## src/rtl/arbitro_vc_rr_if.sv

```systemverilog
// Bundle of the VC-side, destination-side and status signals of the
// round-robin VC scheduler. master = scheduler, slave = FIFO/FSM environment.
interface arbitro_vc_rr_if #(
  parameter int DATA_W = 6,
  parameter int CNT_W  = 8
);
  logic                  active_in;
  logic [3:0]            vc_empty;
  logic [4*DATA_W-1:0]   vc_data;
  logic [1:0]            dest_afull;
  logic [3:0]            vc_pop;
  logic [1:0]            dest_push;
  logic [DATA_W-1:0]     data_out;
  logic [CNT_W-1:0]      cnt_d0;
  logic [CNT_W-1:0]      cnt_d1;
  logic                  idle_out;

  modport master (
    input  active_in, vc_empty, vc_data, dest_afull,
    output vc_pop, dest_push, data_out, cnt_d0, cnt_d1, idle_out
  );

  modport slave (
    output active_in, vc_empty, vc_data, dest_afull,
    input  vc_pop, dest_push, data_out, cnt_d0, cnt_d1, idle_out
  );
endinterface

```

## src/rtl/arbitro_vc_rr.sv

```systemverilog
// Round-robin scheduler draining four VC FIFOs into two destination FIFOs,
// with a fixed two-cycle pop-to-push pipeline and per-destination counters.
module arbitro_vc_rr #(
  parameter int DATA_W   = 6,
  parameter int DEST_BIT = 5,
  parameter int CNT_W    = 8
) (
  input  logic                clk,
  input  logic                reset,
  arbitro_vc_rr_if.master     bus
);

  logic [3:0]        req;
  logic [3:0]        grant;
  logic [1:0]        grant_idx;
  logic [1:0]        scan_idx;
  logic              found;
  logic [1:0]        rr_ptr;

  logic [3:0]        vc_pop_p0;
  logic [1:0]        gidx_p0;
  logic [1:0]        sel_p1;
  logic              vld_p1;
  logic [DATA_W-1:0] word_p1;
  logic [1:0]        dest_push_p2;
  logic [DATA_W-1:0] data_p2;
  logic [CNT_W-1:0]  cnt_d0_q;
  logic [CNT_W-1:0]  cnt_d1_q;
  logic              idle_q;

  function automatic logic [1:0] route(input logic [DATA_W-1:0] w, input logic v);
    return v ? (w[DEST_BIT] ? 2'b10 : 2'b01) : 2'b00;
  endfunction

  // The VC popped on the previous edge still shows non-empty, so it is masked.
  always_comb begin
    req       = ~bus.vc_empty & {4{bus.active_in & ~(|bus.dest_afull)}} & ~vc_pop_p0;
    grant     = '0;
    grant_idx = rr_ptr;
    scan_idx  = rr_ptr;
    found     = 1'b0;
    for (int off = 0; off < 4; off++) begin
      scan_idx = rr_ptr + 2'(off);
      if (!found && req[scan_idx]) begin
        grant[scan_idx] = 1'b1;
        grant_idx       = scan_idx;
        found           = 1'b1;
      end
    end
  end

  always_comb begin
    word_p1 = '0;
    for (int i = 0; i < 4; i++) begin
      if (sel_p1 == 2'(i)) word_p1 = bus.vc_data[i*DATA_W +: DATA_W];
    end
  end

  // p0: grant registered as pop strobe; p1: FIFO pops, select captured;
  // p2: word routed to its destination.
  always_ff @(posedge clk) begin
    if (!reset) begin
      vc_pop_p0    <= '0;
      rr_ptr       <= 2'd0;
      vld_p1       <= 1'b0;
      dest_push_p2 <= 2'b00;
      data_p2      <= '0;
      cnt_d0_q     <= '0;
      cnt_d1_q     <= '0;
      idle_q       <= 1'b1;
    end else begin
      vc_pop_p0 <= grant;
      if (found) rr_ptr <= grant_idx + 2'd1;
      vld_p1       <= |vc_pop_p0;
      dest_push_p2 <= route(word_p1, vld_p1);
      if (vld_p1) data_p2 <= word_p1;
      cnt_d0_q <= cnt_d0_q + {{(CNT_W-1){1'b0}}, vld_p1 & ~word_p1[DEST_BIT]};
      cnt_d1_q <= cnt_d1_q + {{(CNT_W-1){1'b0}}, vld_p1 &  word_p1[DEST_BIT]};
      idle_q   <= (&bus.vc_empty) & ~(|vc_pop_p0) & ~vld_p1 & ~(|dest_push_p2);
    end
  end

  always_ff @(posedge clk) begin
    gidx_p0 <= grant_idx;
    sel_p1  <= gidx_p0;
  end

  assign bus.vc_pop    = vc_pop_p0;
  assign bus.dest_push = dest_push_p2;
  assign bus.data_out  = data_p2;
  assign bus.cnt_d0    = cnt_d0_q;
  assign bus.cnt_d1    = cnt_d1_q;
  assign bus.idle_out  = idle_q;

endmodule
```

## src/flat_wrapper.sv

```systemverilog
// flat-port wrapper written by rule: the top's interface ports become plain ports
module arbitro_vc_rr_flat 
#(
  parameter int DATA_W   = 6,
  parameter int DEST_BIT = 5,
  parameter int CNT_W    = 8
)
  (clk, reset, bus_active_in, bus_vc_empty, bus_vc_data, bus_dest_afull, bus_vc_pop, bus_dest_push, bus_data_out, bus_cnt_d0, bus_cnt_d1, bus_idle_out);
  arbitro_vc_rr_if #(.DATA_W(DATA_W), .CNT_W(CNT_W)) bus_i ();
  input  logic clk;
  input  logic reset;
  input wire logic [$bits(bus_i.active_in)-1:0] bus_active_in;
  input wire logic [$bits(bus_i.vc_empty)-1:0] bus_vc_empty;
  input wire logic [$bits(bus_i.vc_data)-1:0] bus_vc_data;
  input wire logic [$bits(bus_i.dest_afull)-1:0] bus_dest_afull;
  output wire logic [$bits(bus_i.vc_pop)-1:0] bus_vc_pop;
  output wire logic [$bits(bus_i.dest_push)-1:0] bus_dest_push;
  output wire logic [$bits(bus_i.data_out)-1:0] bus_data_out;
  output wire logic [$bits(bus_i.cnt_d0)-1:0] bus_cnt_d0;
  output wire logic [$bits(bus_i.cnt_d1)-1:0] bus_cnt_d1;
  output wire logic [$bits(bus_i.idle_out)-1:0] bus_idle_out;
  assign bus_i.active_in = bus_active_in;
  assign bus_i.vc_empty = bus_vc_empty;
  assign bus_i.vc_data = bus_vc_data;
  assign bus_i.dest_afull = bus_dest_afull;
  assign bus_vc_pop = bus_i.vc_pop;
  assign bus_dest_push = bus_i.dest_push;
  assign bus_data_out = bus_i.data_out;
  assign bus_cnt_d0 = bus_i.cnt_d0;
  assign bus_cnt_d1 = bus_i.cnt_d1;
  assign bus_idle_out = bus_i.idle_out;
  arbitro_vc_rr #(.DATA_W(DATA_W), .DEST_BIT(DEST_BIT), .CNT_W(CNT_W)) u_core (.clk(clk), .reset(reset), .bus(bus_i));
endmodule
```

## config.mk

```make
export PLATFORM = sky130hd
export DESIGN_NAME = arbitro_vc_rr_flat
export DESIGN_NICKNAME = d
export VERILOG_FILES = /design/src/rtl/arbitro_vc_rr_if.sv /design/src/rtl/arbitro_vc_rr.sv /design/src/flat_wrapper.sv
export SDC_FILE = /design/constraint.sdc
export NUM_CORES = 1
export LEC_CHECK = 0
export CORE_MARGIN = 8
export CORE_UTILIZATION = 50
export DETAILED_ROUTE_END_ITERATION = 12
export HOLD_SLACK_MARGIN = 0.03
export PLACE_DENSITY = 0.83
export SLEW_MARGIN = 10
export SYNTH_ARGS = -nofsm -noshare
export SYNTH_HDL_FRONTEND = slang
export SYNTH_SLANG_ARGS = --single-unit
```

## constraint.sdc

```tcl
create_clock -name clk -period 4.4 [get_ports clk]
set_input_delay 1.32 -clock clk [delete_from_list [all_inputs] [get_ports clk]]
set_output_delay 1.32 -clock clk [all_outputs]
set_load 0.01 [all_outputs]
```

# Word level (Yosys, flattened, before mapping)
# Cells that the tools add are included.
classes:
  add_sub_neg: 6
  n_lt_le_gt_ge: 8
  eq_ne: 3
  mux: 32
  bitwise: 18
  reduce_logical: 16
op_table:
  columns: ["op", "n"]
  rows:
  - ["$mux 6", 4]
  - ["$add 8x1->8", 2]
  - ["$mux 4", 4]
  - ["$lt 2x3->1 const B", 4]
  - ["$mux 1", 12]
  - ["$or 4x4->4", 3]
  - ["$and 4x4->4", 2]
  - ["$bmux 1 s2", 4]
  - ["$demux 1 s2", 4]
  - ["$ge 2x1->1 const B", 4]
  - ["$mux 2", 4]
  - ["$not 4->4", 2]
  - ["$logic_and 1x1->1", 7]
  - ["$and 1x1->1", 6]
  - ["$not 1->1", 5]
  - ["$add 2x1->2 const B", 2]
  - ["$add 2x2->2 const B", 2]
  - ["$eq 2x2->1 const B", 2]
  - ["$reduce_and 4->1", 1]
  - ["$reduce_or 2->1", 2]
  - ["$reduce_or 4->1", 1]
  - ["$logic_not 1->1", 3]
  - ["$eq 2x1->1 const B", 1]
  - ["$logic_not 2->1", 1]
  - ["$reduce_and 2->1", 1]
word_totals:
  reg_bits: 36
  in_bits: 33
  out_inout_bits: 29
  wordCells: 93

# Longest topological paths before layout
# Gate-level depths: netlist of the first run.
logic_depth:
  word_depth: 18
  depth_mapped: 10

# Worst setup path after synthesis of the first run
# Ideal clock, no wire load.
synth_timing:
  path_type: "input -> register"
  start: "input bus_dest_afull[1]"
  end: "register u_core.rr_ptr[1]"
  arrival_ps: 2982
  setup_slack_ps: 1347
  path_stages: 7
  cell_sequence: "or4b_2 -> o221ai_1 -> o21ai_1 -> a22oi_1 -> o311ai_2 -> xnor2_1 -> mux2i_1"
synth_via:
  elab_chain_len: 18
synth_lines:
  columns: ["item", "line", "text"]
  rows:
  - ["start: declaration", "flat_wrapper.sv:15", "input wire logic [$bits(bus_i.dest_afull)-1:0] bus_dest_afull;"]
  - ["$reduce_or 2->1 (*)", "arbitro_vc_rr.sv:37", "req = ~bus.vc_empty & {4{bus.active_in & ~(|bus.dest_afull)}} & ~vc_pop_p0;"]
  - ["$not 1->1 (*)", "arbitro_vc_rr.sv:37", null]
  - ["$and 1x1->1 (*)", "arbitro_vc_rr.sv:37", null]
  - ["$and 4x4->4 (*) (2 in a row)", "arbitro_vc_rr.sv:37", null]
  - ["$bmux 1 s2", "arbitro_vc_rr.sv:44", "if (!found && req[scan_idx]) begin"]
  - ["$mux 1 (not written as such)", "arbitro_vc_rr.sv:44", null]
  - ["$mux 1", "arbitro_vc_rr.sv:44", null]
  - ["$logic_not 1->1", "arbitro_vc_rr.sv:44", null]
  - ["(+2 left out)", null, null]
  - ["$logic_not 1->1", "arbitro_vc_rr.sv:44", null]
  - ["$logic_and 1x1->1", "arbitro_vc_rr.sv:44", null]
  - ["$mux 1", "arbitro_vc_rr.sv:44", null]
  - ["$logic_not 1->1", "arbitro_vc_rr.sv:44", null]
  - ["$logic_and 1x1->1", "arbitro_vc_rr.sv:44", null]
  - ["$mux 2 (*)", "arbitro_vc_rr.sv:44", null]
  - ["via u_core.grant_idx[1]", "arbitro_vc_rr.sv:15", "logic [1:0] grant_idx;"]
  - ["$add 2x1->2 (*)", "arbitro_vc_rr.sv:73", "if (found) rr_ptr <= grant_idx + 2'd1;"]
  - ["end signal: assignment", "arbitro_vc_rr.sv:73", null]
  - ["end: declaration", "arbitro_vc_rr.sv:18", "logic [1:0] rr_ptr;"]
# The timed path passes the listed nets; every way through them passes the cells marked *. The select of a mux whose other input is x is not followed.
# A chain may end at the register's enable or synchronous reset.

# Final worst setup path of the first run
layout_timing:
  start: "input bus_dest_afull[1]"
  end: "register u_core.gidx_p0[0]"
layout_via:
  elab_chain_len: 17
layout_lines:
  columns: ["item", "line", "text"]
  rows:
  - ["$reduce_or 2->1 (*)", "arbitro_vc_rr.sv:37", null]
  - ["$not 1->1 (*)", "arbitro_vc_rr.sv:37", null]
  - ["$and 1x1->1 (*)", "arbitro_vc_rr.sv:37", null]
  - ["$and 4x4->4 (*) (2 in a row)", "arbitro_vc_rr.sv:37", null]
  - ["$bmux 1 s2", "arbitro_vc_rr.sv:44", null]
  - ["$mux 1 (not written as such)", "arbitro_vc_rr.sv:44", null]
  - ["$mux 1", "arbitro_vc_rr.sv:44", null]
  - ["$logic_not 1->1", "arbitro_vc_rr.sv:44", null]
  - ["$logic_and 1x1->1", "arbitro_vc_rr.sv:44", null]
  - ["$mux 1", "arbitro_vc_rr.sv:44", null]
  - ["$logic_not 1->1", "arbitro_vc_rr.sv:44", null]
  - ["$logic_and 1x1->1", "arbitro_vc_rr.sv:44", null]
  - ["$mux 1", "arbitro_vc_rr.sv:44", null]
  - ["$logic_not 1->1", "arbitro_vc_rr.sv:44", null]
  - ["$logic_and 1x1->1", "arbitro_vc_rr.sv:44", null]
  - ["$mux 2 (*)", "arbitro_vc_rr.sv:44", null]
  - ["via u_core.grant_idx[0]", "arbitro_vc_rr.sv:15", null]
  - ["end signal: assignment", "arbitro_vc_rr.sv:84", "gidx_p0 <= grant_idx;"]
  - ["end: declaration", "arbitro_vc_rr.sv:21", "logic [1:0] gidx_p0;"]
# Marks and branches as above.

==> results of run 1 <==
[cells by family after synthesis]
family / Yosys count
fa+ha+maj: 8
flops: 36
xor+xnor: 14
mux: 12
compound gates: 42
simple gates: 74
buf+inv: 10
[area by class of cell]
cell class	count	area, um^2
fillers	284	1039
clock buffers	5	68.82
well taps	48	60.06
flip-flops and latches	36	720.7
clock inverters	3	18.77
multi-input cells	150	1180
inverters	3	11.26
repair buffers	62	618.1
[metrics by stage]
stage / total power [uW] / instance area, um^2 / std cells / setup slack [ns]
CTS: 1215 / 2678 / 307 / 0.9436
finish: 1210 / 2678 / 307 / 0.9393
detailed placement: 979.8 / 2590 / 299 / 0.6410
global route: 1295 / 2678 / 307 / 0.8075
floorplan: 813.8 / 1946 / 196 / 1.347
global placement: 972.7 / 2590 / 299 / 0.6349
[final timing paths]
check / endpoint / startpoint / cells past startpoint
worst max-delay path: u_core.gidx_p0[0] / bus_dest_afull[1] / 7
worst min-delay path: u_core.sel_p1[0] / u_core.gidx_p0[0] / 0
worst max register to register: u_core.gidx_p0[0] / u_core.rr_ptr[0] / 8
worst min register to register: u_core.sel_p1[0] / u_core.gidx_p0[0] / 0
[report_power, final]
part	total [uW]	switching [uW]	internal (uW)
logic	495	221	274
registers	481	92.2	389
clock network	233	123	110
total	1210	437	773
[worst max-delay path, cell delays in order]
cell and delay, ns:
clkdlybuf4s50_1 0.50, or4b_2 0.72, o221ai_1 0.18, o21ai_1 0.16, nor4_2 0.47, a21oi_1 0.11
xnor2_1 0.15
[sequential cells by signal, summed over array words and instances (netlist names)]
name	cells
u_core.rr_ptr	2
u_core.vld_p1	1
u_core.bus.idle_out	1
u_core.bus.cnt_d0	8
u_core.bus.dest_push	2
u_core.bus.data_out	6
u_core.bus.vc_pop	4
u_core.sel_p1	2
u_core.bus.cnt_d1	8
u_core.gidx_p0	2
[Yosys cell counts (2+ instances only)]
cell | n | area (um^2)
o21ai_1 | 3 | 15.01
nor2b_1 | 7 | 43.79
and2_1 | 19 | 118.9
clkbuf_1 | 6 | 22.52
and3_1 | 6 | 37.54
nor2_1 | 6 | 22.52
nor4b_1 | 3 | 26.28
dfxtp_1 | 36 | 720.7
nand3_1 | 8 | 40.04
xor2_1 | 4 | 35.03
mux4_2 | 6 | 135.1
mux2i_1 | 6 | 60.06
nor3_1 | 3 | 15.01
a211o_1 | 2 | 17.52
a21oi_1 | 7 | 35.03
nand2_1 | 7 | 26.28
xnor2_1 | 10 | 87.58
o22ai_1 | 2 | 12.51
o21ai_0 | 8 | 40.04
o221ai_1 | 2 | 17.52
a221o_1 | 4 | 40.04
a211oi_1 | 2 | 15.01
a21boi_1 | 2 | 15.01
or2_2 | 2 | 12.51
inv_1 | 3 | 11.26
ha_1 | 8 | 100.1
a21boi_0 | 2 | 15.01
or4b_2 | 2 | 20.02
[layer usage]
metal,up-vias,global-route usage [%]
li1,857,-
met1,816,18.20
met2,79,27.84
met4,0,5.000
met3,5,4.670
met5,-,0
==> run_results.csv, run 1 <==
group,metric,value,unit
status,outcome,"finished clean",
route,avgViaCountPerCell,5.723,
critical_path,required,4.56,ns
synth,synth_top_family_by_area,"simple AND/OR/NAND/NOR gates",
critical_path,cp-start-kind,"input port",
clocking,hold_buffers,0,
clocking,numClockSinks,36,
sta,hold_ws,0.3275,ns
sta,finalCritPeriodShare,78.65,%
critical_path,critical_path_class,"in -> reg",
synth,ys_seq_area_share,37.04,%
route,highest_layer,"met4",
synth,ys_warn_count,0,
placement,gp_congestion,0.8471,
layout,area_growth,37.62,%
layout,nets,299,
sta,rsz0062_at_grt,"false",
placement,portBuffers,61,
synth,synthFlopType,"dfxtp_1",
layout,layout_commonest_cell,"clkdlybuf4s50_1",
synth,synth-edff-count,0,
route,wl,4.822,mm
die,die_area,6143,um^2
clocking,clk_pin_slew,0.08,ns
global_route,grt_pass1_wl,8.059,mm
pwr,irDropWorstVdd,0.0003782,V
synth,synth_seq_cells,36,
die,start_util,52.36,%
pwr,p_leak,0.001013,uW
sta,setup_viol,0,
die,die_w,78.38,um
synth,synth_nets,237,
synth,synthMuxAreaShare,10.03,%
clocking,post-cts-setup-buffers,0,
sta,maxSlewViolCount,0,
route,wl_per_cell,15.71,um
route,wl_met1,2.014,mm
clocking,clockBufferDepth,2,
clocking,cts_made_buffers,5,
sta,finalHoldViolations,0,
route,drtPass1Iterations,4,
global_route,overflow,0,
route,dr_wl_met3,378,um
global_route,track_usage,15.94,%
synth,avgSynthCellArea,9.927,um^2
global_route,antenna_found_initial,0,
route,drt_iter0_drc,101,
synth,synth_xor_area_share,6.302,%
route,drc_errors,0,
clocking,clock_latency,0.29,ns
sta,period_needed,3.461,ns
route,num_vias,1757,
critical_path,r2r_setup_slack,1.06,ns
global_route,grt_pass1_vias,1711,
critical_path,crit_arrival,3.62,ns
synth,synth_cell_type_count,48,
synth,syn_inst,196,
die,rows,22,
global_route,grt_max_degree,34,
route,ant_nets,0,
flow_run,maxCapViolCount,0,
synth,synthAdderAreaFrac,5.145,%
clocking,cts_resized,0,
synth,synth_compound_area_share,15.50,%
pwr,p_per_area,451.9,nW/um^2
synth,yosys.area_share.simple,23.67,%
sta,timing.fmax,289.0,MHz
layout,antennaDiodeCount,0,
die,die-height,78.38,um
die,boundaryPins,62,
clocking,cts_tree,"built",
sta,worst_pin_slew,0.9497,ns
layout,final_cell_mix,"clkdlybuf4s50_1 (61), dfxtp_1 (36), and2_1 (19)",
die,core-area,3716,um^2
clocking,cts.root.buffer_cell,"clkbuf_8",
synth,syn-cell-area,1946,um^2
sta,maxSlewHeadroom,36.49,%
synth,async_flop_share,0,%
min_path,hp-class,"reg -> reg",
layout,drive_gt1_share,10.42,%
clocking,htreeDepth,2,
critical_path,endpoint_kind,"flop",
sta,fin_skew,0.007137,ns
route,wl_met2,2.389,mm
layout,postLayoutCoreUtil,72.05,%
sta,fin_tns_setup,0,ns
critical_path,worstPathMaxFanout,7,
placement,dp_hpwl,3.738,mm
Note: power is estimated with default switching activity, not from simulation.
==> run 2: changes to the inputs <==
--- a/config.mk
+++ b/config.mk
@@ -6,10 +6,10 @@
 export NUM_CORES = 1
 export LEC_CHECK = 0
 export CORE_MARGIN = 8
-export CORE_UTILIZATION = 50
+export CORE_UTILIZATION = 42
 export DETAILED_ROUTE_END_ITERATION = 12
 export HOLD_SLACK_MARGIN = 0.03
-export PLACE_DENSITY = 0.83
+export PLACE_DENSITY = 0.75
 export SLEW_MARGIN = 10
 export SYNTH_ARGS = -nofsm -noshare
 export SYNTH_HDL_FRONTEND = slang
==> constraint.sdc (replaced) <==
create_clock -name clk -period 2.9 [get_ports clk]
set_input_delay 0.87 -clock clk [delete_from_list [all_inputs] [get_ports clk]]
set_output_delay 0.87 -clock clk [all_outputs]
set_load 0.01 [all_outputs]
==> run 2 against run 1 <==
Hold slack gained 0.0016 ns; critical path depth grew 2; count of clock-buffer cells in the layout is the same.
==> run_results.csv, run 2 (synthesis gave the netlist of run 1 again) <==
group,metric,value,unit
status,outcome,"finished clean",
placement,dp_hpwl,4.035,mm
sta,finalHoldViolations,0,
critical_path,worstReg2RegEnd,"u_core.rr_ptr[1]",
global_route,overflow,0,
clocking,cts_made_buffers,5,
critical_path,critPathLaunch,"bus_active_in",
die,die_area,7066,um^2
route,wl,5.382,mm
layout,drive_gt1_share,21.15,%
critical_path,critical_path_class,"in -> reg",
layout,antennaDiodeCount,0,
clocking,cts_tree,"built",
pwr,p_per_area,691.2,nW/um^2
die,core-area,4414,um^2
route,avgViaCountPerCell,5.517,
clocking,clock_latency,0.29,ns
layout,area_growth,50.61,%
critical_path,required,3.08,ns
placement,gp_congestion,0.9069,
die,boundaryPins,62,
clocking,clockBufferDepth,2,
sta,rsz0062_at_grt,"true",
placement,place_ws,-0.3614,ns
die,die-height,84.06,um
layout,final_cell_mix,"clkdlybuf4s50_1 (59), dfxtp_1 (36), buf_4 (21)",
global_route,grt_pass1_vias,1801,
global_route,grt_max_degree,18,
critical_path,r2r_setup_slack,0.42,ns
flow_run,maxCapViolCount,0,
sta,finalWorstSetupSlack,0.01951,ns
global_route,antenna_found_initial,0,
route,ant_nets,0,
sta,maxSlewHeadroom,67.24,%
critical_path,endpoint_kind,"flop",
layout,nets,319,
clocking,htreeDepth,2,
sta,finalCritPeriodShare,99.33,%
sta,setup_viol,0,
critical_path,cp-start-kind,"input port",
clocking,cts.root.buffer_cell,"clkbuf_8",
die,rows,24,
clocking,numClockSinks,36,
critical_path,r2r_start,"u_core.rr_ptr[1]",
die,start_util,44.08,%
min_path,hold_depth,0,
route,drt_iter0_drc,87,
sta,maxSlewViolCount,0,
critical_path,worstPathMaxFanout,6,
clocking,clk_pin_slew,0.07,ns
route,num_vias,1826,
pwr,power,2026,uW
sta,fin_tns_setup,0,ns
sta,worst_pin_slew,0.4898,ns
route,drtPass1Iterations,4,
layout,layout_commonest_cell,"clkdlybuf4s50_1",
global_route,grt_pass1_wl,8.604,mm
sta,timing.fmax,347.2,MHz
min_path,hold_path_end,"u_core.sel_p1[0]",
sta,fin_skew,0.004007,ns
placement,portBuffers,61,
route,wl_per_cell,16.26,um
min_path,hp-start,"u_core.gidx_p0[0]",
sta,period_needed,2.880,ns
route,drc_errors,0,
min_path,hp-class,"reg -> reg",
pwr,p_leak,0.001149,uW
pwr,irDropWorstVdd,0.0005232,V
global_route,track_usage,14.78,%
clocking,hold_buffers,0,
critical_path,crit_arrival,3.06,ns
critical_path,reg2reg_depth,9,
die,die_w,84.06,um
[run 2: where the power goes]
group | switching (uW) | total [uW] | internal (uW)
Combinational | 467 | 997 | 531
Clock | 184 | 351 | 167
Sequential | 86.8 | 677 | 590
[run 2: worst max path at each step]
stage	endpoint	slack, ns	cells after the start
final	u_core.rr_ptr[0]	0.02	9
after global routing	u_core.rr_ptr[0]	-0.04	9
after CTS	u_core.bus.vc_pop[3]	0.0003	9
after detailed placement	u_core.rr_ptr[1]	-0.36	8
after global placement	u_core.bus.vc_pop[2]	-0.28	9
after floorplan	u_core.rr_ptr[1]	0.23	9
[run 2: layout make-up]
type / count / area, um^2
repair buffers: 82 / 773.2
fillers: 355 / 1484
inverters: 3 / 11.26
flip-flops and latches: 36 / 720.7
clock inverters: 3 / 18.77
well taps: 52 / 65.06
multi-input cells: 150 / 1272
clock buffers: 5 / 68.82
[run 2: repair_timing]
action                                  in CTS  in global routing
pin swaps                                    1                  5
endpoints found under the setup margin       5                  7
resized for setup                            7                 14
setup buffers                                0                  1
endpoints found under the hold margin        0                  0
[run 2: per-stage QoR]
stage | cells | utilization, % | instance area [um^2] | hold WS, ns
after global placement | 322 | 62.02 | 2738 | 0.3130
after floorplan | 196 | - | 1946 | 0.3096
after global routing | 331 | 66.38 | 2930 | 0.3340
after CTS | 330 | 64.80 | 2860 | 0.3312
after detailed placement | 322 | 62.02 | 2738 | 0.3144
final | 331 | 66.38 | 2930 | 0.3291
[run 2: worst max-delay path: stages]
cell and delay [ns]:
clkdlybuf4s50_1 0.56, buf_4 0.15, nor4b_2 0.29, a221oi_2 0.13
a31oi_4 0.33, nor2_2 0.12, buf_4 0.15, or3_1 0.29
and3_1 0.16
[run 2: routing by layer]
layer | wire, um | GRT usage (%) | vias to the layer above | part of all wire (%)
met3 | 351 | 6.250 | 5 | 6.5
met4 | 34 | 3.140 | 0 | 0.63
met5 | 0 | 0 | - | 0
met1 | 2169 | 16.00 | 871 | 40
li1 | - | - | 892 | -
met2 | 2826 | 25.91 | 58 | 53
==> run 3: changes to the inputs <==
--- a/config.mk
+++ b/config.mk
@@ -5,11 +5,13 @@
 export SDC_FILE = /design/constraint.sdc
 export NUM_CORES = 1
 export LEC_CHECK = 0
+export ABC_CLOCK_PERIOD_IN_PS = 2900
 export CORE_MARGIN = 8
-export CORE_UTILIZATION = 42
+export CORE_UTILIZATION = 30
+export CTS_BUF_LIST = sky130_fd_sc_hd__clkbuf_8 sky130_fd_sc_hd__clkbuf_16
 export DETAILED_ROUTE_END_ITERATION = 12
 export HOLD_SLACK_MARGIN = 0.03
-export PLACE_DENSITY = 0.75
+export PLACE_DENSITY = 0.56
 export SLEW_MARGIN = 10
 export SYNTH_ARGS = -nofsm -noshare
 export SYNTH_HDL_FRONTEND = slang
==> run 3 against run 2 <==
Die area up 32%; clock power down 1%; core utilization decreased by 20 points; combinational power fell by 5.8%; design area decreased by 0.34%; power is 2.2% lower; global-route usage fell by 3.5 points; count of clock-buffer cells in the layout stayed put; register-to-register slack better by 0.08 ns.
==> run_results.csv, run 3 (synthesis gave the netlist of run 1 again) <==
group,metric,value,unit
layout,nets,319,
die,core-area,6314,um^2
layout,final_cell_mix,"clkdlybuf4s50_1 (59), dfxtp_1 (36), buf_4 (21)",
critical_path,max_stage_delay,0.63,ns
pwr,sw_frac_of_total,35.76,%
placement,dp.cells,348,
sta,finalWorstSetupSlack,0.02794,ns
placement,placed_cell_area,2776,um^2
layout,postLayoutCoreUtil,46.25,%
route,avgViaCountPerCell,4.978,
clocking,cts_tree,"built",
pwr,p_sw,708.7,uW
flow_run,maxCapViolCount,0,
sta,worst_pin_slew,0.4353,ns
layout,antennaDiodeCount,0,
sta,setup_viol,0,
critical_path,crit_chain,"clkdlybuf4s50_1 -> or4b_2 -> o22ai_1 -> o21ai_2 -> a22oi_2 -> o311ai_2 -> xnor2_1 -> mux2i_1",
layout,drive_gt1_share,20.07,%
status,outcome,"finished clean",
clocking,htreeDepth,2,
critical_path,critPathSlowestCell,"or4b_2",
clocking,clock_latency,0.28,ns
global_route,track_usage,11.26,%
layout,fillCellCount,624,
critical_path,critical_path_class,"in -> reg",
sta,period_needed,2.872,ns
global_route,grt_max_degree,26,
min_path,hp-class,"reg -> reg",
critical_path,endpoint_kind,"flop",
clocking,cts_made_buffers,5,
critical_path,worstPathMaxFanout,6,
sta,fin_skew,0.004384,ns
layout,area_growth,50.10,%
clocking,numClockSinks,36,
pwr,p_leak,0.001133,uW
die,die-height,96.53,um
clocking,cts.root.buffer_cell,"clkbuf_8",
layout,fin_area,2920,um^2
sta,finalHoldViolations,0,
pwr,irDropWorstVdd,0.0003161,V
route,drt_iter0_drc,68,
die,die_w,96.53,um
pwr,clkPwrFrac,17.5,%
placement,gp_congestion,0.8477,
global_route,antenna_found_initial,0,
pwr,seq_power_share,35.1,%
layout,finalNonFillerCells,356,
pwr,p_per_area,678.6,nW/um^2
critical_path,crit_arrival,3.09,ns
sta,maxSlewViolCount,0,
route,wl_per_cell,14.37,um
route,ant_nets,0,
global_route,grt_pass1_wl,8.238,mm
route,wl,5.115,mm
placement,dp_hpwl,4.066,mm
critical_path,cp-start-kind,"input port",
sta,finalCritPeriodShare,99.04,%
die,die_area,9318,um^2
layout,layout_commonest_cell,"clkdlybuf4s50_1",
route,drc_errors,0,
clocking,clockBufferDepth,2,
placement,portBuffers,61,
die,rows,29,
route,drtPass1Iterations,4,
global_route,grt_pass1_vias,1816,
global_route,overflow,0,
clocking,clk_pin_slew,0.07,ns
die,boundaryPins,62,
sta,maxSlewHeadroom,70.94,%
sta,timing.fmax,348.2,MHz
pwr,p_int,1273,uW
sta,hold_ws,0.3292,ns
critical_path,required,3.11,ns
die,start_util,30.82,%
pwr,comb_power_share,47.4,%
placement,place_ws,-0.3132,ns
route,num_vias,1772,
[run 3: cell count changes in the layout (fill, tap and decap cells not counted), sizes merged]
cell          before  now
dlygate4sd2        0    1
dlymetal6s2s       2    1
[run 3: what timing repair did]
item	in CTS	in global routing
hold buffers	0	0
pin swaps	2	4
setup endpoints to repair	2	6
gates resized for setup	1	14
buffers inserted	0	0
[run 3: worst paths after layout]
check                         start          endpoint  slack [ns]  cells after the start
hold reg to reg   u_core.gidx_p0[0]  u_core.sel_p1[0]        0.33                      0
setup / recovery      bus_active_in  u_core.rr_ptr[1]        0.03                      8
setup reg to reg   u_core.rr_ptr[1]  u_core.rr_ptr[1]        0.50                      9
hold / removal    u_core.gidx_p0[0]  u_core.sel_p1[0]        0.33                      0
[run 3: stage by stage]
stage               power (uW)  TNS [ns]
finish                    1982         0
global route              2127  -0.03194
CTS                       1962         0
detailed placement        1602    -1.973
global placement          1599    -1.831
floorplan                 1235         0
[run 3: power groups by stage]
stage / clock network [uW] / logic [uW] / registers (uW)
4_1_cts: 365 / 894 / 703
2_1_floorplan: 0 / 553 / 681
6_report: 347 / 939 / 696
3_5_place_dp: 0 / 888 / 714
5_1_grt: 387 / 1020 / 717
3_3_place_gp: 0 / 889 / 710
[run 3: worst max-delay path, delay by kind of cell]
| family | cells | cell delay [ns] |
|---|---|---|
| AND/OR/NAND/NOR | 1 | 0.63 |
| buffers and inverters | 1 | 0.55 |
| AO/OA/AOI/OAI | 4 | 0.66 |
| multiplexers | 1 | 0.20 |
| XOR/XNOR | 1 | 0.19 |
[run 3: final cells by class]
type / count / area [um^2] / share of cell area [%]
clock buffer: 5 / 68.82 / 2.356
clock inverter: 3 / 18.77 / 0.6427
inverter: 3 / 11.26 / 0.3856
multi-input combinational: 150 / 1235 / 42.29
sequential: 36 / 720.7 / 24.68
tap: 77 / 96.34 / 3.299
timing repair buffer: 82 / 769.5 / 26.35
[run 3: per-layer routing]
| metal | vias up | GRT usage (%) | part of all wire [%] |
|---|---|---|---|
| li1 | 889 | - | - |
| met1 | 853 | 13.04 | 45 |
| met2 | 28 | 19.17 | 50 |
| met3 | 2 | 3.555 | 5.1 |
| met4 | 0 | 3.783 | 0.57 |
| met5 | - | 0 | 0 |
